[config.mk]
export PLATFORM = sky130hd
export DESIGN_NAME = jtcop_vram_arb
export DESIGN_NICKNAME = d
export VERILOG_FILES = /design/src/rtl/jtcop_vram_arb.sv
export SDC_FILE = /design/constraint.sdc
export NUM_CORES = 1
export LEC_CHECK = 0
export CAP_MARGIN = 20
export CORE_MARGIN = 2
export CORE_UTILIZATION = 50
export DETAILED_ROUTE_END_ITERATION = 8
export GPL_ROUTABILITY_DRIVEN = 0
export PLACE_DENSITY = 0.81
export SLEW_MARGIN = 25
export SYNTH_ARGS = -nofsm -noshare
export SYNTH_HDL_FRONTEND = slang
export SYNTH_SLANG_ARGS = --single-unit
export TNS_END_PERCENT = 30
[constraint.sdc]
create_clock -name clk -period 5.6 [get_ports clk]
set_input_delay 0.56 -clock clk [delete_from_list [all_inputs] [get_ports clk]]
set_output_delay 0.56 -clock clk [all_outputs]
set_load 0.01 [all_outputs]
[src/rtl/jtcop_vram_arb.sv]
// Shares one SDRAM read slot between the three BAC06 VRAM readers b0/b1/b2, caching the last word per reader.
// Define JTCOP_VRAM_PRIO_EN for fixed priority b0 > b1 > b2; the default build is round-robin.
module jtcop_vram_arb #(
  parameter logic [13:0] B0_BASE = 14'h0000,
  parameter logic [13:0] B1_BASE = 14'h2000,
  parameter logic [13:0] B2_BASE = 14'h2800
) (
  input  logic        clk,
  input  logic        rst,
  input  logic        b0_cs,
  input  logic [12:0] b0_addr,
  output logic [15:0] b0_data,
  output logic        b0_ok,
  input  logic        b1_cs,
  input  logic [10:0] b1_addr,
  output logic [15:0] b1_data,
  output logic        b1_ok,
  input  logic        b2_cs,
  input  logic [10:0] b2_addr,
  output logic [15:0] b2_data,
  output logic        b2_ok,
  output logic        sd_cs,
  output logic [13:0] sd_addr,
  input  logic [15:0] sd_data,
  input  logic        sd_ok
);
  typedef enum logic [1:0] {IDLE, ISSUE, WAIT, GAP} state_t;

  state_t      state_q, state_d;
  logic [1:0]  grant_q, grant_d, last_q, last_d;
  logic [12:0] req_addr_q, req_addr_d;
  logic [12:0] tag0_q, tag0_d;
  logic [10:0] tag1_q, tag1_d, tag2_q, tag2_d;
  logic [2:0]  val_q, val_d;
  logic [15:0] dat0_q, dat0_d, dat1_q, dat1_d, dat2_q, dat2_d;
  logic        sd_cs_q, sd_cs_d;
  logic [13:0] sd_addr_q, sd_addr_d;

  logic [2:0]  hit, pend;
  logic        busy;
  logic [1:0]  pick;
  logic [13:0] map0, map1, map2;

  assign hit[0] = val_q[0] & (b0_addr == tag0_q);
  assign hit[1] = val_q[1] & (b1_addr == tag1_q);
  assign hit[2] = val_q[2] & (b2_addr == tag2_q);
  assign busy   = (state_q != IDLE);

  assign pend[0] = b0_cs & ~hit[0] & ~(busy & (grant_q == 2'd0));
  assign pend[1] = b1_cs & ~hit[1] & ~(busy & (grant_q == 2'd1));
  assign pend[2] = b2_cs & ~hit[2] & ~(busy & (grant_q == 2'd2));

  assign b0_ok   = b0_cs & hit[0];
  assign b1_ok   = b1_cs & hit[1];
  assign b2_ok   = b2_cs & hit[2];
  assign b0_data = dat0_q;
  assign b1_data = dat1_q;
  assign b2_data = dat2_q;
  assign sd_cs   = sd_cs_q;
  assign sd_addr = sd_addr_q;

  // Region mapping into the shared VRAM word space; overflow wraps silently
  assign map0 = B0_BASE + {1'b0, b0_addr};
  assign map1 = B1_BASE + {3'b0, b1_addr};
  assign map2 = B2_BASE + {3'b0, b2_addr};

  always_comb begin
    pick = 2'd0;
`ifdef JTCOP_VRAM_PRIO_EN
    if (pend[0])      pick = 2'd0;
    else if (pend[1]) pick = 2'd1;
    else              pick = 2'd2;
`else
    case (last_q)
      2'd0:    pick = pend[1] ? 2'd1 : (pend[2] ? 2'd2 : 2'd0);
      2'd1:    pick = pend[2] ? 2'd2 : (pend[0] ? 2'd0 : 2'd1);
      default: pick = pend[0] ? 2'd0 : (pend[1] ? 2'd1 : 2'd2);
    endcase
`endif
  end

  always_comb begin
    state_d    = state_q;
    grant_d    = grant_q;
    last_d     = last_q;
    req_addr_d = req_addr_q;
    tag0_d     = tag0_q;
    tag1_d     = tag1_q;
    tag2_d     = tag2_q;
    val_d      = val_q;
    dat0_d     = dat0_q;
    dat1_d     = dat1_q;
    dat2_d     = dat2_q;
    sd_cs_d    = sd_cs_q;
    sd_addr_d  = sd_addr_q;
    case (state_q)
      IDLE: begin
        sd_cs_d = 1'b0;
        if (|pend) begin
          grant_d = pick;
          sd_cs_d = 1'b1;
          state_d = ISSUE;
          case (pick)
            2'd0:    begin req_addr_d = b0_addr;         sd_addr_d = map0; end
            2'd1:    begin req_addr_d = {2'b0, b1_addr}; sd_addr_d = map1; end
            default: begin req_addr_d = {2'b0, b2_addr}; sd_addr_d = map2; end
          endcase
        end
      end
      // sd_ok may still be high from the previous slot user, so it is not trusted here
      ISSUE: state_d = WAIT;
      WAIT: begin
        if (sd_ok) begin
          case (grant_q)
            2'd0:    begin dat0_d = sd_data; tag0_d = req_addr_q;        val_d[0] = 1'b1; end
            2'd1:    begin dat1_d = sd_data; tag1_d = req_addr_q[10:0];  val_d[1] = 1'b1; end
            default: begin dat2_d = sd_data; tag2_d = req_addr_q[10:0];  val_d[2] = 1'b1; end
          endcase
          last_d  = grant_q;
          sd_cs_d = 1'b0;
          state_d = GAP;
        end
      end
      default: begin
        sd_cs_d = 1'b0;
        state_d = IDLE;
      end
    endcase
  end

  always_ff @(posedge clk or posedge rst) begin
    if (rst) begin
      state_q    <= IDLE;
      grant_q    <= 2'd0;
      last_q     <= 2'd2;
      req_addr_q <= '0;
      tag0_q     <= '0;
      tag1_q     <= '0;
      tag2_q     <= '0;
      val_q      <= '0;
      dat0_q     <= '0;
      dat1_q     <= '0;
      dat2_q     <= '0;
      sd_cs_q    <= 1'b0;
      sd_addr_q  <= '0;
    end else begin
      state_q    <= state_d;
      grant_q    <= grant_d;
      last_q     <= last_d;
      req_addr_q <= req_addr_d;
      tag0_q     <= tag0_d;
      tag1_q     <= tag1_d;
      tag2_q     <= tag2_d;
      val_q      <= val_d;
      dat0_q     <= dat0_d;
      dat1_q     <= dat1_d;
      dat2_q     <= dat2_d;
      sd_cs_q    <= sd_cs_d;
      sd_addr_q  <= sd_addr_d;
    end
  end
endmodule

==> summary.txt <==
Logic synthesis
  • Netlist Area Pre-Place: a little under 5000 µm²
  • #FFs+latches synth: ~110
  • Cells after Synth: 378
  • Seq/Total Area, Yosys: 54.9%
  • Synth async-reset ratio: between 90% and 100%
  • Post-synth EDFFs: 0
  • Ys Warns: 0
  • Synth Flop Type: dfrtp_1
  • Avg Inst Size Synth: between 10 and 15 µm²
  • Post-Syn Nets: ~440
  • Yosys cell types: between 40 and 50

Floorplan
  • Placeable Area: between 9000 and 10,000 µm²
  • Die area: roughly 11,000 µm²
  • Die W: approximately 100 µm
  • # rows: 36
  • Ports: between 100 and 150
  • Initial Utilization: about half
  • Die Ht: about 100 µm

Pwr
  • Worst VDD drop: 0.000304 V
  • Sw Ratio: a little over a third
  • Leakage: around 2.6 nW
  • P_int: approximately 2.2 mW
  • Combinational power share: 45.5%
  • Pwr Density: roughly 540 nW/µm²
  • Clock power share: a little over an eighth
  • P_sw: around 1.2 mW
  • Register share of total power: just over 40%

STA
  • RSZ-0062 raised after global routing: no
  • Pins Over Slew Limit: 0
  • Min cycle time layout: 3.26 ns
  • Fin Setup TNS: 0 ns
  • Peak Freq: 307 MHz
  • Hold WS: around 0.47 ns
  • Max_slew headroom: between 30% and 40%
  • Final Hold Vio Count: 0
  • Period utilization: 58.1%
  • Worst slew pin tran: 0.934 ns
  • Final clock skew: ~0.013 ns
  • Final setup fails: 0

Clock network
  • Clock slew at reported path FFs: roughly 0.10 ns
  • CTS Sinks: ~110
  • H-tree depth: 3
  • CTS tree: done
  • CTS Hold Buffers Added: 0
  • Post-CTS setup repair buffer count: 0
  • Num CTS Buffers: 9
  • Clock Latency Late Sink: about 0.38 ns
  • Post-cts sizing count: 0
  • Root buf cell: clkbuf_8
  • Clk buf depth: 2

GRT
  • First-pass GRT wire length: about 18 mm
  • Vias in the first global route: 3,567
  • Total grt overflow: 0
  • Total track usage: between 20 and 25%
  • Pin count of the biggest net entering global routing: 61
  • Initial antenna violation count: 0

Cells and area
  • Diode count: 0
  • P&R area growth vs syn: 29.0%
  • Nets: 546
  • Commonest non-fill, non-tap cell in the layout: clkdlybuf4s50_1
  • Layout cells sized above 1: between 20% and 30%
  • Commonest non-fill, non-tap cells in the layout: 122 x clkdlybuf4s50_1, 107 x dfrtp_1, 85 x mux2_2

Drt
  • DR vias: around 3.4k
  • Via/cell ratio: 5.51
  • Antenna-violating nets left: 0
  • Starting DRT DRC Count: between 150 and 200
  • TritonRoute pass-1 iters: 4
  • Per-cell routed wire length: around 19 µm
  • Final wirelength: 11.8 mm
  • # DRC: 0

Run status
  • Status: finished, final reports clean

Worst hold path
  • Worst hold path type: flip-flop to flip-flop

Worst setup path
  • Critical path class: input port to output port
  • CP Data Arrival Time: 2.70 ns
  • CP Launch Type: input port
  • Setup crit end kind: output port
  • CP required: 5.04 ns
  • Crit-path max FO: 3

Flow run
  • Max-cap violation count: 0

Place
  • IO Port Bufs: 122
  • Final HPWL DP: 8.29 mm
-- worst max-delay path, cell delays in order --
cell and delay [ns]:
clkdlybuf4s50_1 0.47, xnor2_1 0.30, nand4_1 0.15, nor3_1 0.48, and2_1 0.21, clkdlybuf4s50_1 0.53
-- metrics by stage --
stage	total power [mW]	instances	setup slack, ns	utilization (%)	instance area (µm²)
floorplan	2.33	378	2.20	-	4930
global placement	2.93	608	2.30	63.7	6170
detailed placement	3.00	608	2.25	63.7	6170
CTS	3.47	624	2.36	65.7	6360
global route	3.66	624	2.29	65.7	6360
finish	3.45	624	2.34	65.7	6360
-- sequential cells by signal (all words and copies together), names as in the netlist --
register / flops
b0_data: 16
b1_data: 16
b2_data: 16
tag0_q: 13
req_addr_q: 12
tag1_q: 11
tag2_q: 11
sd_addr: 3
val_q: 3
grant_q: 2
last_q: 2
state_q: 2
sd_cs: 1
-- cells in the mapped netlist, types with 2 or more instances --
| cell | count | area (µm²) |
|---|---|---|
| and2_1 | 4 | 25.0 |
| mux2_2 | 85 | 957 |
| a32oi_1 | 11 | 96.3 |
| nand4_1 | 23 | 144 |
| or2_2 | 2 | 12.5 |
| a21oi_1 | 2 | 10.0 |
| ha_1 | 3 | 37.5 |
| buf_2 | 3 | 15.0 |
| inv_1 | 6 | 22.5 |
| xnor2_1 | 35 | 307 |
| clkbuf_1 | 8 | 30.0 |
| o21ai_0 | 2 | 10.0 |
| buf_4 | 13 | 97.6 |
| nand2_1 | 20 | 75.1 |
| dfrtp_1 | 107 | 2680 |
| nor3_1 | 4 | 20.0 |
| nand2b_1 | 2 | 12.5 |
| a21o_2 | 2 | 17.5 |
| nor2_1 | 7 | 26.3 |
| nand3_1 | 13 | 65.1 |
| a22o_2 | 2 | 20.0 |
| o31ai_1 | 2 | 15.0 |
-- power groups by stage --
stage                     Clock (mW)  Sequential, mW  Combinational [mW]
after floorplan                    0            1.46               0.874
after global placement             0            1.40                1.53
after detailed placement           0            1.43                1.57
after CTS                      0.472            1.42                1.58
after global routing           0.504            1.47                1.69
final                          0.463            1.42                1.57
-- worst paths after layout --
kind,from,to,slack [ns],cells past startpoint
hold / removal,val_q[2],val_q[2],0.47,1
max in group asynchronous,rst,state_q[0],3.82,3
setup reg to reg,state_q[0],sd_addr[11],2.74,9
min in group asynchronous,rst,b0_data[2],0.60,2
setup / recovery,b2_addr[0],b2_ok,2.34,6
hold reg to reg,val_q[2],val_q[2],0.47,1
-- kinds of logic after synthesis --
family / Yosys count / synth area share (%)
AO/OA/AOI/OAI: 30 / 5.31
buffers and inverters: 35 / 4.34
multiplexers: 85 / 19.4
flip-flops: 108 / 54.9
adder cells (fa/ha/maj): 3 / 0.762
XOR/XNOR: 35 / 6.22
AND/OR/NAND/NOR: 82 / 9.09
-- layout make-up --
class	instances	area, µm²
Clock buffer	10	138
Clock inverter	6	55.1
Fill cell	711	3320
Inverter	6	25.0
Multi-Input combinational cell	235	2020
Sequential cell	108	2700
Tap cell	133	166
Timing Repair Buffer	126	1250
-- layer usage --
| metal | vias up | global-route usage, % | share of wire [%] |
|---|---|---|---|
| met2 | 134 | 37.9 | 48 |
| met1 | 1731 | 28.3 | 41 |
| li1 | 1556 | - | - |
| met3 | 16 | 7.33 | 9.2 |
| met4 | 0 | 9.01 | 2.1 |
| met5 | - | 0 | 0 |
Power figures use the tool's default switching activity.
